--- config.mk ---
export PLATFORM = sky130hd
export DESIGN_NAME = pri_decoder_seq
export DESIGN_NICKNAME = d
export VERILOG_FILES = /design/src/rtl/pri_decoder_seq_pkg.sv /design/src/rtl/pri_decoder_seq_onehot_dec.sv /design/src/rtl/pri_decoder_seq.sv
export SDC_FILE = /design/constraint.sdc
export NUM_CORES = 1
export LEC_CHECK = 0
export CORE_ASPECT_RATIO = 0.6
export CORE_MARGIN = 5
export CORE_UTILIZATION = 45
export DETAILED_ROUTE_END_ITERATION = 12
export GPL_TIMING_DRIVEN = 1
export PLACE_DENSITY = 0.75
export SLEW_MARGIN = 10
export SYNTH_ARGS = -nofsm -noshare
export SYNTH_HDL_FRONTEND = slang
export SYNTH_SLANG_ARGS = --single-unit
--- constraint.sdc ---
create_clock -name clk -period 1.98 [get_ports clk]
set_clock_uncertainty 0.05 [all_clocks]
set_input_delay 0.297 -clock clk [delete_from_list [all_inputs] [get_ports clk]]
set_output_delay 0.297 -clock clk [all_outputs]
set_load 0.03 [all_outputs]
--- src/rtl/pri_decoder_seq_pkg.sv ---
// Shared definitions for the 15-line priority codec (encoder and decoder side).
// Holds the default line count and code width, the sequencer state encodings
// and a small helper used to size the hold/gap counter.
package pri_decoder_seq_pkg;

  localparam int DEF_WIDTH  = 15;
  localparam int DEF_CODE_W = 4;

  // Sequencer states, kept as plain 2-bit constants so the encoding matches
  // the legacy codec files.
  localparam logic [1:0] ST_IDLE  = 2'd0;
  localparam logic [1:0] ST_DRIVE = 2'd1;
  localparam logic [1:0] ST_GAP   = 2'd2;

  function automatic int max3(input int a, input int b, input int c);
    int m;
    m = a;
    if (b > m) m = b;
    if (c > m) m = c;
    return m;
  endfunction

endpackage

--- src/rtl/pri_decoder_seq_onehot_dec.sv ---
// Combinational binary-to-one-hot decoder.
// Ports:
//   code      in   CODE_W  binary code
//   onehot    out  WIDTH   1<<code, all-zero when code is out of range
//   in_range  out  1       code < WIDTH
// Also used standalone to cross-check the LSB-priority encoder.
module pri_decoder_seq_onehot_dec
  import pri_decoder_seq_pkg::*;
#(
  parameter int WIDTH  = DEF_WIDTH,
  parameter int CODE_W = DEF_CODE_W
) (
  input  logic [CODE_W-1:0] code,
  output logic [WIDTH-1:0]  onehot,
  output logic              in_range
);

  logic [31:0] code_ext;

  assign code_ext = {{(32 - CODE_W){1'b0}}, code};
  assign in_range = (code_ext < 32'(WIDTH));

  always_comb begin
    onehot = '0;
    for (int i = 0; i < WIDTH; i++) begin
      onehot[i] = (code_ext == 32'(i));
    end
  end

endmodule

--- src/rtl/pri_decoder_seq.sv ---
// Sequenced binary-to-one-hot decoder feeding the strobe/LED bank.
// Each accepted code is shown as 1<<code for HOLD cycles followed by GAP
// all-zero cycles. A one-entry pending buffer takes the next code while the
// current one is being driven.
// Ports:
//   clk         in   1       rising-edge clock
//   rst_n       in   1       asynchronous active-low reset
//   in_valid    in   1       in_code is valid
//   in_ready    out  1       a code can be accepted (pending buffer empty)
//   in_code     in   CODE_W  binary code to decode
//   out_onehot  out  WIDTH   registered one-hot word, zero when not driving
//   out_valid   out  1       high while out_onehot is driven
//   err_code    out  1       one-cycle pulse after accepting a code >= WIDTH
module pri_decoder_seq
  import pri_decoder_seq_pkg::*;
#(
  parameter int WIDTH  = DEF_WIDTH,
  parameter int CODE_W = DEF_CODE_W,
  parameter int HOLD   = 4,
  parameter int GAP    = 1
) (
  input  logic              clk,
  input  logic              rst_n,
  input  logic              in_valid,
  output logic              in_ready,
  input  logic [CODE_W-1:0] in_code,
  output logic [WIDTH-1:0]  out_onehot,
  output logic              out_valid,
  output logic              err_code
);

  localparam int CNT_W = $clog2(max3(HOLD, GAP, 2));
  localparam logic [CNT_W-1:0] HOLD_M1 = CNT_W'(HOLD - 1);
  localparam logic [CNT_W-1:0] GAP_M1  = (GAP > 0) ? CNT_W'(GAP - 1) : '0;

  logic [1:0]        state_q, state_d;
  logic [CNT_W-1:0]  cnt_q, cnt_d;
  logic              pend_full_q, pend_full_d;
  logic [CODE_W-1:0] pend_code_q, pend_code_d;
  logic [WIDTH-1:0]  onehot_q, onehot_d;
  logic              out_valid_q, out_valid_d;
  logic              err_q, err_d;

  logic              accept;
  logic              acc_ok;
  logic              load_pt;
  logic [CODE_W-1:0] dec_code;
  logic [WIDTH-1:0]  dec_onehot;
  logic              dec_in_range;

  assign in_ready = ~pend_full_q;
  assign accept   = in_valid & in_ready;

  // A full pending buffer blocks new accepts, so one decoder serves both the
  // bypass path and the pending path: while pend_full_q is set in_code is
  // irrelevant, and while it is clear the pending code is unused.
  assign dec_code = pend_full_q ? pend_code_q : in_code;

  pri_decoder_seq_onehot_dec #(
    .WIDTH  (WIDTH),
    .CODE_W (CODE_W)
  ) u_dec (
    .code     (dec_code),
    .onehot   (dec_onehot),
    .in_range (dec_in_range)
  );

  // Out-of-range codes complete the handshake but are dropped here.
  assign acc_ok = accept & dec_in_range;

  always_comb begin
    state_d     = state_q;
    cnt_d       = cnt_q;
    pend_full_d = pend_full_q;
    pend_code_d = pend_code_q;
    onehot_d    = onehot_q;
    out_valid_d = out_valid_q;
    err_d       = accept & ~dec_in_range;
    load_pt     = 1'b0;

    case (state_q)
      ST_IDLE: load_pt = 1'b1;
      ST_DRIVE: begin
        if (cnt_q != '0) begin
          cnt_d = cnt_q - CNT_W'(1);
        end else if (GAP > 0) begin
          state_d     = ST_GAP;
          onehot_d    = '0;
          out_valid_d = 1'b0;
          cnt_d       = GAP_M1;
        end else begin
          load_pt = 1'b1;
        end
      end
      ST_GAP: begin
        if (cnt_q != '0) begin
          cnt_d = cnt_q - CNT_W'(1);
        end else begin
          load_pt = 1'b1;
        end
      end
      default: begin
        state_d     = ST_IDLE;
        cnt_d       = '0;
        onehot_d    = '0;
        out_valid_d = 1'b0;
      end
    endcase

    if (load_pt) begin
      // Pending code has priority; otherwise a fresh accept bypasses the buffer.
      if (pend_full_q || acc_ok) begin
        state_d     = ST_DRIVE;
        onehot_d    = dec_onehot;
        out_valid_d = 1'b1;
        cnt_d       = HOLD_M1;
        pend_full_d = 1'b0;
      end else begin
        state_d     = ST_IDLE;
        onehot_d    = '0;
        out_valid_d = 1'b0;
        cnt_d       = '0;
      end
    end else if (acc_ok) begin
      pend_full_d = 1'b1;
      pend_code_d = in_code;
    end
  end

  always_ff @(posedge clk or negedge rst_n) begin
    if (!rst_n) begin
      state_q     <= ST_IDLE;
      cnt_q       <= '0;
      pend_full_q <= 1'b0;
      onehot_q    <= '0;
      out_valid_q <= 1'b0;
      err_q       <= 1'b0;
    end else begin
      state_q     <= state_d;
      cnt_q       <= cnt_d;
      pend_full_q <= pend_full_d;
      onehot_q    <= onehot_d;
      out_valid_q <= out_valid_d;
      err_q       <= err_d;
    end
  end

  // The pending code is qualified by pend_full_q and needs no reset.
  always_ff @(posedge clk) begin
    pend_code_q <= pend_code_d;
  end

  assign out_onehot = onehot_q;
  assign out_valid  = out_valid_q;
  assign err_code   = err_q;

endmodule

==> results of run 1 <==
-- per-stage QoR --
step | utilization, % | power, W | hold slack (ns) | setup WS, ns
2_1_floorplan | - | 0.00138 | -0.0486 | 0.00326
3_3_place_gp | 60.5 | 0.00168 | 0.423 | 0.114
3_5_place_dp | 60.5 | 0.00172 | 0.433 | 0.0691
4_1_cts | 62.3 | 0.00201 | 0.316 | 0.195
5_1_grt | 62.3 | 0.00213 | 0.335 | 0.0804
6_report | 62.3 | 0.00201 | 0.300 | 0.178
-- worst max-delay path: stages (launching register included) --
cell and delay [ns]:
dfrtp_1 0.51, buf_4 0.22, or3b_1 0.41, a211oi_2 0.37, a22o_1 0.19
-- flip-flops by register name (all words and copies together) (netlist names) --
name and flops:
state_q 2, out_onehot 15, cnt_q 2, pend_code_q 4, pend_full_q 1, err_code 1
-- logic make-up after synthesis --
kind of cell             after synthesis  synth area share (%)
adder cells (fa/ha/maj)                6                  6.22
flip-flops                            25                  53.5
AND/OR/NAND/NOR                       22                  10.2
AO/OA/AOI/OAI                         35                  25.3
buffers and inverters                 12                  4.77
-- Yosys cell counts (all sizes together) --
cell type | count | area [um2]
a211oi | 1 | 12.5
a21bo | 1 | 10.0
a21o | 1 | 7.51
a21oi | 4 | 20.0
a22o | 3 | 26.3
a22oi | 3 | 22.5
a311oi | 1 | 15.0
a32o | 14 | 140
and3 | 1 | 6.26
and3b | 1 | 8.76
buf | 3 | 23.8
clkbuf | 1 | 3.75
dfrtp | 21 | 526
edfxtp | 4 | 120
ha | 6 | 75.1
inv | 8 | 30.0
nand2 | 7 | 26.3
nand3 | 2 | 10.0
nand3b | 3 | 22.5
nor2 | 3 | 11.3
nor2b | 1 | 6.26
nor4bb | 1 | 10.0
o21a | 1 | 7.51
o21ai | 1 | 5.00
o21bai | 2 | 15.0
o31ai | 2 | 15.0
o32ai | 1 | 8.76
or3 | 2 | 12.5
or3b | 1 | 8.76
-- placed cells by master, fill, tap and decap left out, types with 2 or more instances in the layout --
cell,count
or3_1,2
a32o_1,14
a21oi_1,3
clkdlybuf4s50_1,23
nand3b_1,3
edfxtp_1,4
o21bai_1,2
dfrtp_1,21
inv_1,8
o31ai_1,2
nand3_1,2
buf_4,8
a22oi_1,3
nand2_1,7
a22o_1,3
ha_1,6
clkbuf_8,3
nor2_1,3
-- power breakdown --
group	internal (W)	switching, W	leakage, nW
sequential	0.000627	0.0000883	0.321
clock	0.000141	0.000160	0.0255
combinational	0.000408	0.000585	0.348
total	0.00118	0.000834	0.695
-- layer usage --
metal	vias up	wire, um	global-route usage [%]	part of all wire, %
met5	-	0	0	0
met4	0	15	2.62	0.53
met1	470	1290	20.2	46
met2	48	1260	22.3	45
li1	454	-	-	-
met3	4	242	6.18	8.6
-- layout make-up --
| class | count | area (um2) |
|---|---|---|
| clock inverters | 1 | 5.00 |
| clock buffers | 3 | 41.3 |
| well taps | 32 | 40.0 |
| flip-flops and latches | 25 | 646 |
| multi-input cells | 63 | 522 |
| inverters | 8 | 30.0 |
| repair buffers | 32 | 299 |
| fillers | 206 | 957 |
-- worst max-delay path by stage --
stage / slack (ns) / cells after the start / endpoint / start
floorplan: 0.003 / 4 / pend_code_q[0] / state_q[0]
global placement: 0.11 / 4 / pend_code_q[0] / in_code[0]
detailed placement: 0.07 / 4 / pend_code_q[1] / in_code[0]
CTS: 0.19 / 4 / out_onehot[10] / pend_full_q
global route: 0.08 / 3 / out_onehot[0] / pend_full_q
finish: 0.18 / 4 / out_onehot[10] / pend_full_q
==> impl_metrics.toml, run 1 <==
[detailed_routing]
detail_route.first_pass.iterations = 5
drtIter0Drc = 100
via_count = 976
routedWlPerCell_um = 17.1
via_per_inst = 5.95
drc_errors = 0
routed_wl_mm = 2.81
ant_nets = 0

[sta]
fin_tns_setup_ns = 0
period_minus_slack_ns = 1.80
period_share_pct = 91.0
slew_violations = 0
tightest_slew_ns = 0.690
max_freq_ghz = 0.555
setup_violations = 0
rsz0062_at_grt = "false"
timing.slew.headroom_pct = 53.6
hold_viol = 0

[clock_network]
cts_resized = 1
clkTransAtPathRegs_ns = 0.09
postCtsSetupBuffers = 0
cts-htree-levels = 1
ctsHoldBuffers = 0
ctsLongestPathBuffers = 2
clock_latency_ns = 0.27
cts_made_buffers = 3
ctsRootBufferMaster = "clkbuf_8"
clock-sinks = 25
cts_tree = "built"

[synth]
syn_inst = 100
syn-cell-area_um2 = 1210
synth.avg_cell_area_um2 = 12.1
yosys_register_bits = 25
synth.distinct_cells = 31
ys_seq_area_share_pct = 53.5
synth_nets = 113
yosysWarnings = 0

[final_layout]
syn2layout_area_growth_pct = 31.2
layout-drive-gt1-share_pct = 12.9
fin_area_um2 = 1580
finalNetCount = 146
instances_no_fill = 164
num_antenna_cells = 0

[floorplanning]
boundaryPins = 25
die_area_um2 = 3850
die_x_um = 76.8
dieHeight_um = 50.1
rows = 14
start_util_pct = 47.5
core_area_um2 = 2540

[setup_path]
required_ns = 2.15
r2r-start = "pend_full_q"
end_kind = "register"
crit_type = "reg -> reg"
worst_r2r_endpoint = "out_onehot[10]"
critPathLaunchType = "register"
path_max_fanout = 11
rrSetupSlack_ns = 0.18
r2r_cells = 4
worstPathArrival_ns = 1.97

[place]
dpl.cell_count = 160
port-buffer-count = 24
dp_hpwl_mm = 2.18
gp_congestion = 0.838
place_area_um2 = 1540

[job]
maxCapViolCount = 0

[power_and_ir_drop]
power_leakage_nw = 0.695
vdd_drop_max_uv = 473
power.density_nw_per_um2 = 1270

[global_route]
grtUsageTotal_pct = 14.8
antenna_found_initial = 0
grt_pass1_wl_mm = 4.49
grt-ovfl-total = 0
first_global_vias = 913
grt_max_degree = 22

[min_path]
hold_class = "in -> async"

[outcome]
status = "finished clean"
Note: power is estimated with default switching activity, not from simulation.
==> run 2: changes to the inputs <==
--- a/config.mk
+++ b/config.mk
@@ -11,6 +11,7 @@
 export DETAILED_ROUTE_END_ITERATION = 12
 export GPL_TIMING_DRIVEN = 1
 export PLACE_DENSITY = 0.75
+export SETUP_SLACK_MARGIN = 0.4
 export SLEW_MARGIN = 10
 export SYNTH_ARGS = -nofsm -noshare
 export SYNTH_HDL_FRONTEND = slang
==> impl_metrics.toml, run 2 (synthesized netlist as in run 1, its figures left out) <==
[global_route]
antenna_found_initial = 0
grtUsageTotal_pct = 17.3
grt-ovfl-total = 0
grt_max_degree = 22
grt_pass1_wl_mm = 5.18
first_global_vias = 981

[final_layout]
syn2layout_area_growth_pct = 38.3
num_antenna_cells = 0
finalNetCount = 153
largest_reg_flops = 15
most-common-layout-cells = "dlygate4sd2_1, dfrtp_1, buf_4"
regArea_um2 = 648
fin_area_um2 = 1670
multi_input_area_um2 = 579
fillCellCount = 201
instances_no_fill = 171
layout-drive-gt1-share_pct = 23.7
final_common_cell = "dlygate4sd2_1"

[floorplanning]
die_area_um2 = 3850
start_util_pct = 47.5
die_x_um = 76.8
dieHeight_um = 50.1
boundaryPins = 25
rows = 14
core_area_um2 = 2540

[clock_network]
cts_made_buffers = 3
cts-htree-levels = 1
clock_latency_ns = 0.27
ctsHoldBuffers = 0
clkTransAtPathRegs_ns = 0.09
clock-sinks = 25
cts_tree = "built"
ctsLongestPathBuffers = 2
ctsRootBufferMaster = "clkbuf_8"

[setup_path]
r2r_cells = 4
r2r-start = "cnt_q[1]"
critPathLaunchType = "register"
path_max_fanout = 5
cp_slowest_stage_delay_ns = 0.39
worst_r2r_endpoint = "pend_code_q[2]"
end_kind = "register"
rrSetupSlack_ns = 0.38
required_ns = 1.87
cp_top_family = "flip-flops"
crit_chain = "inv_1, ha_4, a21oi_4, nor4bb_4"
crit_buf_inv = 1
worstPathArrival_ns = 1.49
crit_type = "reg -> reg"
slowest_stage = "dfrtp_1"

[sta]
tightest_slew_ns = 0.353
timing.slew.headroom_pct = 76.4
period_minus_slack_ns = 1.60
setup_violations = 0
hold_viol = 0
fin_tns_setup_ns = 0
slew_violations = 0
period_share_pct = 80.9
rsz0062_at_grt = "true"
max_freq_ghz = 0.625

[place]
dpl.cell_count = 160
gp_congestion = 0.885
dp_hpwl_mm = 2.11
port-buffer-count = 24
place_area_um2 = 1580

[detailed_routing]
drtIter0Drc = 85
routedWlPerCell_um = 18.7
routed_wl_mm = 3.20
detail_route.first_pass.iterations = 4
via_count = 1018
ant_nets = 0
via_per_inst = 5.95
drc_errors = 0

[min_path]
hold_class = "in -> async"

[power_and_ir_drop]
power.density_nw_per_um2 = 1350
vdd_drop_max_uv = 667
power_leakage_nw = 0.807

[job]
maxCapViolCount = 0

[outcome]
status = "finished clean"
run 2: how the worst max path moves through the flow:
| stage | from | to | cells past startpoint |
|---|---|---|---|
| 6_report | cnt_q[1] | pend_code_q[2] | 4 |
| 5_1_grt | pend_full_q | pend_code_q[1] | 3 |
| 4_1_cts | pend_full_q | in_ready | 2 |
| 3_5_place_dp | in_code[3] | out_onehot[10] | 4 |
| 3_3_place_gp | in_code[3] | out_onehot[9] | 4 |
| 2_1_floorplan | state_q[0] | pend_code_q[0] | 4 |
run 2: area by class of cell:
type,instances,share of cell area (%)
Clock buffer,4,2.70
Inverter,8,1.95
Tap cell,32,2.40
Multi-Input combinational cell,63,34.7
Sequential cell,25,38.9
Timing Repair Buffer,39,19.4
run 2: layer usage:
| layer | track usage, % | part of all wire, % | vias up | wire length [um] |
|---|---|---|---|---|
| met5 | 0 | 0 | - | 0 |
| met4 | 2.03 | 0.63 | 0 | 20 |
| met3 | 6.55 | 7.8 | 4 | 250 |
| met2 | 25.9 | 45 | 35 | 1440 |
| met1 | 24.5 | 46 | 515 | 1490 |
| li1 | - | - | 464 | - |
run 2: metrics by stage:
stage | setup WS, ns | total power [W] | hold WS [ns] | utilization, %
5_1_grt | 0.301 | 0.00239 | 0.334 | 65.7
3_3_place_gp | 0.0728 | 0.00175 | 0.433 | 62.2
4_1_cts | 0.383 | 0.00217 | 0.315 | 65.1
6_report | 0.379 | 0.00224 | 0.314 | 65.7
2_1_floorplan | 0.367 | 0.00145 | -0.0486 | -
3_5_place_dp | 0.0746 | 0.00178 | 0.435 | 62.2
run 2: timing repair:
action | CTS | global route
buffers inserted | 7 | 0
setup endpoints to repair | 38 | 22
resized for setup | 24 | 5
pin swaps | 2 | 3
cloned | 0 | 0
run 2: power breakdown:
part           switching, W  internal, W
Sequential         0.000108     0.000631
Clock              0.000154     0.000144
Combinational      0.000684     0.000523
